==> src/rtl/delay_timer_if.sv <==
// Handshake bundle between the control FSM (master) and the delay timer (slave).
// Carries the start/enable controls, the delay operand and the timer status.
interface delay_timer_if #(
    parameter int WIDTH = 16
);
    logic             start_delay_counter;
    logic             enable_delay_counter;
    logic             pause_mode;
    logic [WIDTH-1:0] delay_value;
    logic             delay_done;
    logic             delay_busy;
    logic [WIDTH-1:0] delay_remaining;

    modport master (
        output start_delay_counter,
        output enable_delay_counter,
        output pause_mode,
        output delay_value,
        input  delay_done,
        input  delay_busy,
        input  delay_remaining
    );

    modport slave (
        input  start_delay_counter,
        input  enable_delay_counter,
        input  pause_mode,
        input  delay_value,
        output delay_done,
        output delay_busy,
        output delay_remaining
    );
endinterface

==> src/rtl/delay_timer.sv <==
// Programmable delay counter pacing MOVR/MOVRHS/PAUSE: counts delay_value
// prescaled ticks, then holds delay_done until the next start or reset.
module delay_timer #(
    parameter int WIDTH    = 16,
    parameter int PRESCALE = 50000
) (
    input logic          clk,
    input logic          rst,
    delay_timer_if.slave bus
);
    localparam int PW = (PRESCALE > 1) ? $clog2(PRESCALE) : 1;

    typedef enum logic [1:0] {
        IDLE,
        COUNT,
        DONE
    } state_t;

    state_t           r_state;
    logic [PW-1:0]    r_prescaler;
    logic [WIDTH-1:0] r_remaining;
    logic             r_mode;
    logic             r_done;
    logic             r_busy;

    logic             w_cntEn;
    logic             w_tick;

    // Pause delays run free; step delays advance only while the FSM enables them.
    assign w_cntEn = r_mode | bus.enable_delay_counter;
    assign w_tick  = w_cntEn && (r_prescaler == PW'(PRESCALE - 1));

    always_ff @(posedge clk or posedge rst) begin
        if (rst) begin
            r_state     <= IDLE;
            r_prescaler <= '0;
            r_remaining <= '0;
            r_mode      <= 1'b0;
            r_done      <= 1'b0;
            r_busy      <= 1'b0;
        end else if (bus.start_delay_counter) begin
            r_remaining <= bus.delay_value;
            r_prescaler <= '0;
            r_mode      <= bus.pause_mode;
            if (bus.delay_value == '0) begin
                r_state <= DONE;
                r_done  <= 1'b1;
                r_busy  <= 1'b0;
            end else begin
                r_state <= COUNT;
                r_done  <= 1'b0;
                r_busy  <= 1'b1;
            end
        end else begin
            case (r_state)
                COUNT: begin
                    if (w_tick) begin
                        r_prescaler <= '0;
                        r_remaining <= r_remaining - WIDTH'(1);
                        if (r_remaining == WIDTH'(1)) begin
                            r_state <= DONE;
                            r_done  <= 1'b1;
                            r_busy  <= 1'b0;
                        end
                    end else if (w_cntEn) begin
                        r_prescaler <= r_prescaler + PW'(1);
                    end
                end
                DONE: begin
                    r_done <= 1'b1;
                    r_busy <= 1'b0;
                end
                default: begin
                    r_state <= IDLE;
                end
            endcase
        end
    end

    assign bus.delay_done      = r_done;
    assign bus.delay_busy      = r_busy;
    assign bus.delay_remaining = r_remaining;
endmodule

==> src/flat_wrapper.sv <==
// flat-port wrapper written by rule: the top's interface ports become plain ports
module delay_timer_flat 
#(
    parameter int WIDTH    = 16,
    parameter int PRESCALE = 50000
)
  (clk, rst, bus_start_delay_counter, bus_enable_delay_counter, bus_pause_mode, bus_delay_value, bus_delay_done, bus_delay_busy, bus_delay_remaining);
  delay_timer_if #(.WIDTH(WIDTH)) bus_i ();
  input logic clk;
  input logic rst;
  input wire logic [$bits(bus_i.start_delay_counter)-1:0] bus_start_delay_counter;
  input wire logic [$bits(bus_i.enable_delay_counter)-1:0] bus_enable_delay_counter;
  input wire logic [$bits(bus_i.pause_mode)-1:0] bus_pause_mode;
  input wire logic [$bits(bus_i.delay_value)-1:0] bus_delay_value;
  output wire logic [$bits(bus_i.delay_done)-1:0] bus_delay_done;
  output wire logic [$bits(bus_i.delay_busy)-1:0] bus_delay_busy;
  output wire logic [$bits(bus_i.delay_remaining)-1:0] bus_delay_remaining;
  assign bus_i.start_delay_counter = bus_start_delay_counter;
  assign bus_i.enable_delay_counter = bus_enable_delay_counter;
  assign bus_i.pause_mode = bus_pause_mode;
  assign bus_i.delay_value = bus_delay_value;
  assign bus_delay_done = bus_i.delay_done;
  assign bus_delay_busy = bus_i.delay_busy;
  assign bus_delay_remaining = bus_i.delay_remaining;
  delay_timer #(.WIDTH(WIDTH), .PRESCALE(PRESCALE)) u_core (.clk(clk), .rst(rst), .bus(bus_i));
endmodule
==> config.mk <==
export PLATFORM = sky130hd
export DESIGN_NAME = delay_timer_flat
export DESIGN_NICKNAME = d
export VERILOG_FILES = /design/src/rtl/delay_timer_if.sv /design/src/rtl/delay_timer.sv /design/src/flat_wrapper.sv
export SDC_FILE = /design/constraint.sdc
export NUM_CORES = 1
export LEC_CHECK = 0
export CORE_ASPECT_RATIO = 1.25
export CORE_MARGIN = 1
export CORE_UTILIZATION = 57
export CTS_CLUSTER_SIZE = 14
export DETAILED_ROUTE_END_ITERATION = 12
export PLACE_DENSITY = 0.88
export SKIP_LAST_GASP = 1
export SLEW_MARGIN = 10
export SYNTH_ARGS = -nofsm -noshare
export SYNTH_HDL_FRONTEND = slang
export SYNTH_SLANG_ARGS = --single-unit
==> constraint.sdc <==
create_clock -name clk -period 2.7 [get_ports clk]
set_input_delay 0.54 -clock clk [delete_from_list [all_inputs] [get_ports clk]]
set_output_delay 0.54 -clock clk [all_outputs]
set_load 0.05 [all_outputs]
-- Word level (Yosys, flattened, before mapping)
Cells that the tools add are included.
- register bits: 37
- bits in latches: 0
- RAM bits: 0
- memory bits (read-only): 0
- input bits: 21
- output and inout port bits: 18
- word-level logic and storage cells: 48
- memories kept: 0
- $add $sub $neg: 2
- multipliers: 0
- div/mod/pow operators: 0
- order comparisons: 0
- equality and inequality tests: 7
- shifts and indexed selects: 0
- mux-type cells: 22
- bitwise logic cells: 1
- reductions and logical operators: 10
- operators with widths (kind ; number):
    16-bit 2-to-1 mux ; 7
    16-bit by 1-bit adder with 16-bit output (second input constant) ; 1
    16-bit by 1-bit == test with 1-bit output (second input constant) ; 1
    16-bit == test (second input constant) ; 1
    16-bit logical NOT ; 1
    16-bit by 1-bit subtractor with 16-bit output (second input constant) ; 1
    1-bit 2-to-1 mux ; 8
    2-bit 2-to-1 mux ; 4
    3-bit by 2-bit inequality test with 1-bit output (second input constant) ; 2
    3-bit AND reduction ; 2
    3-bit nonzero test ; 2
    1-bit one-hot mux with 2 select lines ; 2
    2-bit one-hot mux with 2 select lines ; 1
    2-bit AND reduction ; 2
    2-bit nonzero test ; 2
    2-bit by 1-bit == test with 1-bit output (second input constant) ; 1
    2-bit == test (second input constant) ; 1
    2-bit inequality test (second input constant) ; 1
    1-bit logical AND ; 1
    1-bit OR ; 1

-- Logic depth before layout (Yosys ltp)
- depth after elaboration: 5
- depth in mapped cells: 6
- gate-level depth less buffers: 6

-- Worst setup path before layout
No wires, ideal clock.
- path type: register to register
- start point: register u_core.r_remaining[1], in the netlist u_core.bus.delay_remaining[1]
- end point: register u_core.r_remaining[12], in the netlist u_core.bus.delay_remaining[12]
- setup time: 124 ps
- arrival: 1883 ps
- data required time: 2576 ps
- path slack: 693 ps
- stages on the path, launching flop included: 7
- path buffers: 0
- period minus slack after synthesis: 2007 ps
- cell sequence: dfrtp_1 > inv_1 > ha_1 > and3b_1 > nand2_1 > or4_1 > a211o_1
- word-level cells in the longest chain between the ends: 4
- ends and longest elaborated chain (item ; RTL line ; RTL):
    start, declared ; delay_timer.sv:21 ; logic [WIDTH-1:0] r_remaining;
    start signal, assigned ; delay_timer.sv:42 ; r_remaining <= bus.delay_value;
    start signal, assigned ; delay_timer.sv:59 ; r_remaining <= r_remaining - WIDTH'(1);
    16-bit by 1-bit subtractor with 16-bit output ; delay_timer.sv:59 ;
    16-bit 2-to-1 mux ; delay_timer.sv:57 ; if (w_tick) begin
    16-bit 2-to-1 mux ; delay_timer.sv:55 ; case (r_state)
    16-bit 2-to-1 mux ; delay_timer.sv:41 ; end else if (bus.start_delay_counter) begin
No other way between the ends. The select of a mux whose other input is x is not followed.
A chain may end at the register's enable or synchronous reset.

-- Worst setup path in the final report
- start point: register u_core.r_prescaler[7]
- end point: register u_core.r_remaining[12], in the netlist u_core.bus.delay_remaining[12]
- word-level cells in the longest chain between the ends: 4
- ends and longest elaborated chain (item ; RTL line ; RTL):
    start, declared ; delay_timer.sv:20 ; logic [PW-1:0] r_prescaler;
    start signal, assigned ; delay_timer.sv:66 ; r_prescaler <= r_prescaler + PW'(1);
    16-bit == test ; delay_timer.sv:31 ; assign w_tick = w_cntEn && (r_prescaler == PW'(PRESCALE - 1));
    1-bit logical AND ; delay_timer.sv:31 ;
    2-bit nonzero test (no line) ; -- ;
    2-bit AND reduction (no line) ; -- ;
No other way between the ends.

==> flow_metrics.tcl <==
set metrics [dict create \
    r2r_slack_ns 0.50 \
    worst_ep_arrival_time_ns 2.38 \
    start_util_pct 59.7 \
    leakagePower_nw 1.03 \
    synth_cell_type_count 48 \
    synthesis.area_sq_um 2260 \
    die_h_um 72.4 \
    wl_per_cell_um 17.8 \
    syn_avg_cell_area_sq_um 9.30 \
    cts-hold-fix-buffers 0 \
    critPathSlowestCell "or4_1" \
    antenna_found_initial 0 \
    cts_setup_buffers 0 \
    drive_gt1_share_pct 8.45 \
    synth.top_cell.area_share_pct 41.0 \
    finalCritPeriodShare_pct 81.4 \
    p_int_w 0.000903 \
    switchingPower_w 0.000428 \
    cts_root_buf "clkbuf_8" \
    numCtsBuffers 5 \
    skew_ns 0.00683 \
    num_io_pins 39 \
    p_comb_share_pct 22.4 \
    grt_pass1_vias 2028 \
    dieArea_sq_um 4220 \
    cap_violations 0 \
    coreArea_sq_um 3780 \
    vias_per_cell 6.48 \
    seqPwrFrac_pct 47.3 \
    synthFlopType "dfrtp_1" \
    yosys.area.top_type "dfrtp_1" \
    finalSetupTns_ns 0 \
    drt_iter0_markers 161 \
    setup_ws_ns 0.501 \
    yosysSeqAreaShare_pct 41.0 \
    grt_pass1_wl_mm 9.55 \
    grt.total_usage_pct 30.1 \
    start_kind "flip-flop" \
    synth_nets 267 \
    max_stage_delay_ns 0.60 \
    hold_viol_final 0 \
    critical_path_class "reg -> reg" \
    ys_seq_elements 37 \
    clock-sinks 37 \
    path_cells "nor4b_4, nand2_1, or4_1, a211o_1" \
    cts_tree "yes" \
    setup_viol 0 \
    fp-row-count 25 \
    p_per_area_nw_per_um2 476 \
    first_pass_iters 4 \
    synth_edf_count 0 \
    portBuffers 38 \
    cp-end-kind "flip-flop" \
    cts_resized 0 \
    drc 0 \
    hold_class "reg -> reg" \
    clk_pin_slew_ns 0.08 \
    dp_hpwl_mm 4.37 \
    required_ns 2.88 \
    ir_drop_uv 356 \
    syn2layout_area_growth_pct 23.8 \
    grt_max_degree 38 \
    max_slew_margin_pct 61.2 \
    dr_total_vias 2190 \
    place_congestion 0.915 \
    wl_mm 6.02 \
    dpl.cell_count 331 \
    cts_max_level 2 \
    fin_crit_ns 2.20 \
    worst_slew_pin_slew_ns 0.581 \
    syn-instance-count 243 \
    pre_cts_slack_ns 0.299 \
    p_clk_share_pct 30.3 \
    ctsLongestPathBuffers 2 \
    antenna_cells 0 \
    ys_warn_count 0 \
    die_w_um 58.3 \
    switching_share_pct 32.2 \
    final_cells 338 \
    status "complete, no violations" \
    finalMaxSlewViolations 0 \
    fin_nets 308 \
    synth_area_leaders "dfrtp_1, o31ai_1, or4_1" \
    rsz0062_at_grt "no" \
    crit_fanout 13 \
    max_freq_mhz 455 \
    grt-ovfl-total 0 \
    synthArstFlopShare_pct 100 \
    clkLatencyLatePin_ns 0.30 \
    ant_nets 0 \
]
-- logic make-up (layout without fill, tap and decap cells) --
kind of cell | Yosys count | in the layout | synth area share (%)
AOI/OAI and AO/OA | 67 | 67 | 20.7
DFF | 37 | 37 | 41.0
xor gates and xnor gates | 5 | 5 | 1.94
adders and majority gates | 3 | 3 | 1.66
and+or+nand+nor | 113 | 113 | 30.9
buffers and inverters | 17 | 58 | 3.38
muxes | 1 | 1 | 0.498
-- sequential cells by signal, indices dropped and copies added (netlist names) --
register	flops
u_core.bus.delay_remaining	16
u_core.bus.delay_busy	1
u_core.bus.delay_done	1
u_core.r_prescaler	16
u_core.r_mode	1
u_core.r_state	2
-- Yosys cell counts, types with 2 or more instances --
library cell,instances
a21oi_1,9
nand2_1,13
nor3_2,2
inv_1,6
dfrtp_1,37
clkbuf_1,6
xor2_1,5
a31oi_1,14
o41ai_1,2
nand3_1,7
nor4b_1,2
and4b_1,2
o2111ai_1,4
and3_1,3
or3_1,7
nor4_1,7
or2_2,3
nor2_1,23
buf_2,4
o21ai_0,8
and2_1,4
ha_1,3
o31ai_1,18
nand4_1,8
nor2b_1,2
nand3b_1,3
nand2b_1,2
o211ai_1,3
or4_1,17
-- layout make-up --
type	count	area, sq um
sequential	37	926
timing repair buffer	45	433
multi-input combinational	189	1260
tap	54	67.6
fill	297	988
clock buffer	6	82.6
inverter	6	22.5
clock inverter	1	7.51
-- path summary, 6_finish.rpt --
| check | start | to | cells past startpoint |
|---|---|---|---|
| min in group asynchronous | rst | u_core.bus.delay_remaining[14] | 3 |
| min | u_core.r_prescaler[0] | u_core.r_prescaler[0] | 1 |
| max reg2reg | u_core.r_prescaler[7] | u_core.bus.delay_remaining[12] | 4 |
| max in group asynchronous | rst | u_core.r_prescaler[3] | 3 |
| max | u_core.r_prescaler[7] | u_core.bus.delay_remaining[12] | 4 |
| min reg2reg | u_core.r_prescaler[0] | u_core.r_prescaler[0] | 1 |
-- worst max-delay path, delay by kind of cell (launching register included) --
family	cells	cell delay [ns]
AND/OR/NAND/NOR	3	1.27
flip-flops	1	0.49
AO/OA/AOI/OAI	1	0.31
-- power groups by stage --
stage | clock [W] | combinational [W] | sequential, W
2_1_floorplan | 0 | 0.000101 | 0.000713
3_3_place_gp | 0 | 0.000292 | 0.000637
3_5_place_dp | 0 | 0.000298 | 0.000639
4_1_cts | 0.000401 | 0.000299 | 0.000629
5_1_grt | 0.000423 | 0.000320 | 0.000634
6_report | 0.000403 | 0.000298 | 0.000630
-- per-layer routing --
layer / vias to the layer above / GRT usage, % / part of all wire [%]
met5: - / 0 / 0
met4: 0 / 11.9 / 2.0
met3: 12 / 5.17 / 5.7
met2: 83 / 52.4 / 52
met1: 1057 / 36.6 / 40
li1: 1038 / - / -
-- cells in the final DEF, fill, tap and decap left out, types with 5 or more instances in the layout --
master	synthesis	final
a21oi_1	9	9
a31oi_1	14	14
buf_4	0	7
clkbuf_8	0	6
clkdlybuf4s50_1	0	38
dfrtp_1	37	37
inv_1	6	6
nand2_1	13	13
nand3_1	7	7
nand4_1	8	8
nor2_1	23	23
nor4_1	7	7
o21ai_0	8	8
o31ai_1	18	18
or3_1	7	7
or4_1	17	17
xor2_1	5	5
-- metrics by stage --
step | hold slack [ns] | instance area (sq um) | util [%] | power (W)
final | 0.522 | 2800 | 73.9 | 0.00133
after global routing | 0.536 | 2800 | 73.9 | 0.00138
after global placement | 0.491 | 2710 | 71.5 | 0.000929
after detailed placement | 0.508 | 2710 | 71.5 | 0.000937
after floorplan | 0.467 | 2260 | - | 0.000814
after CTS | 0.517 | 2800 | 73.9 | 0.00133
Note: power is estimated with default switching activity, not from simulation.
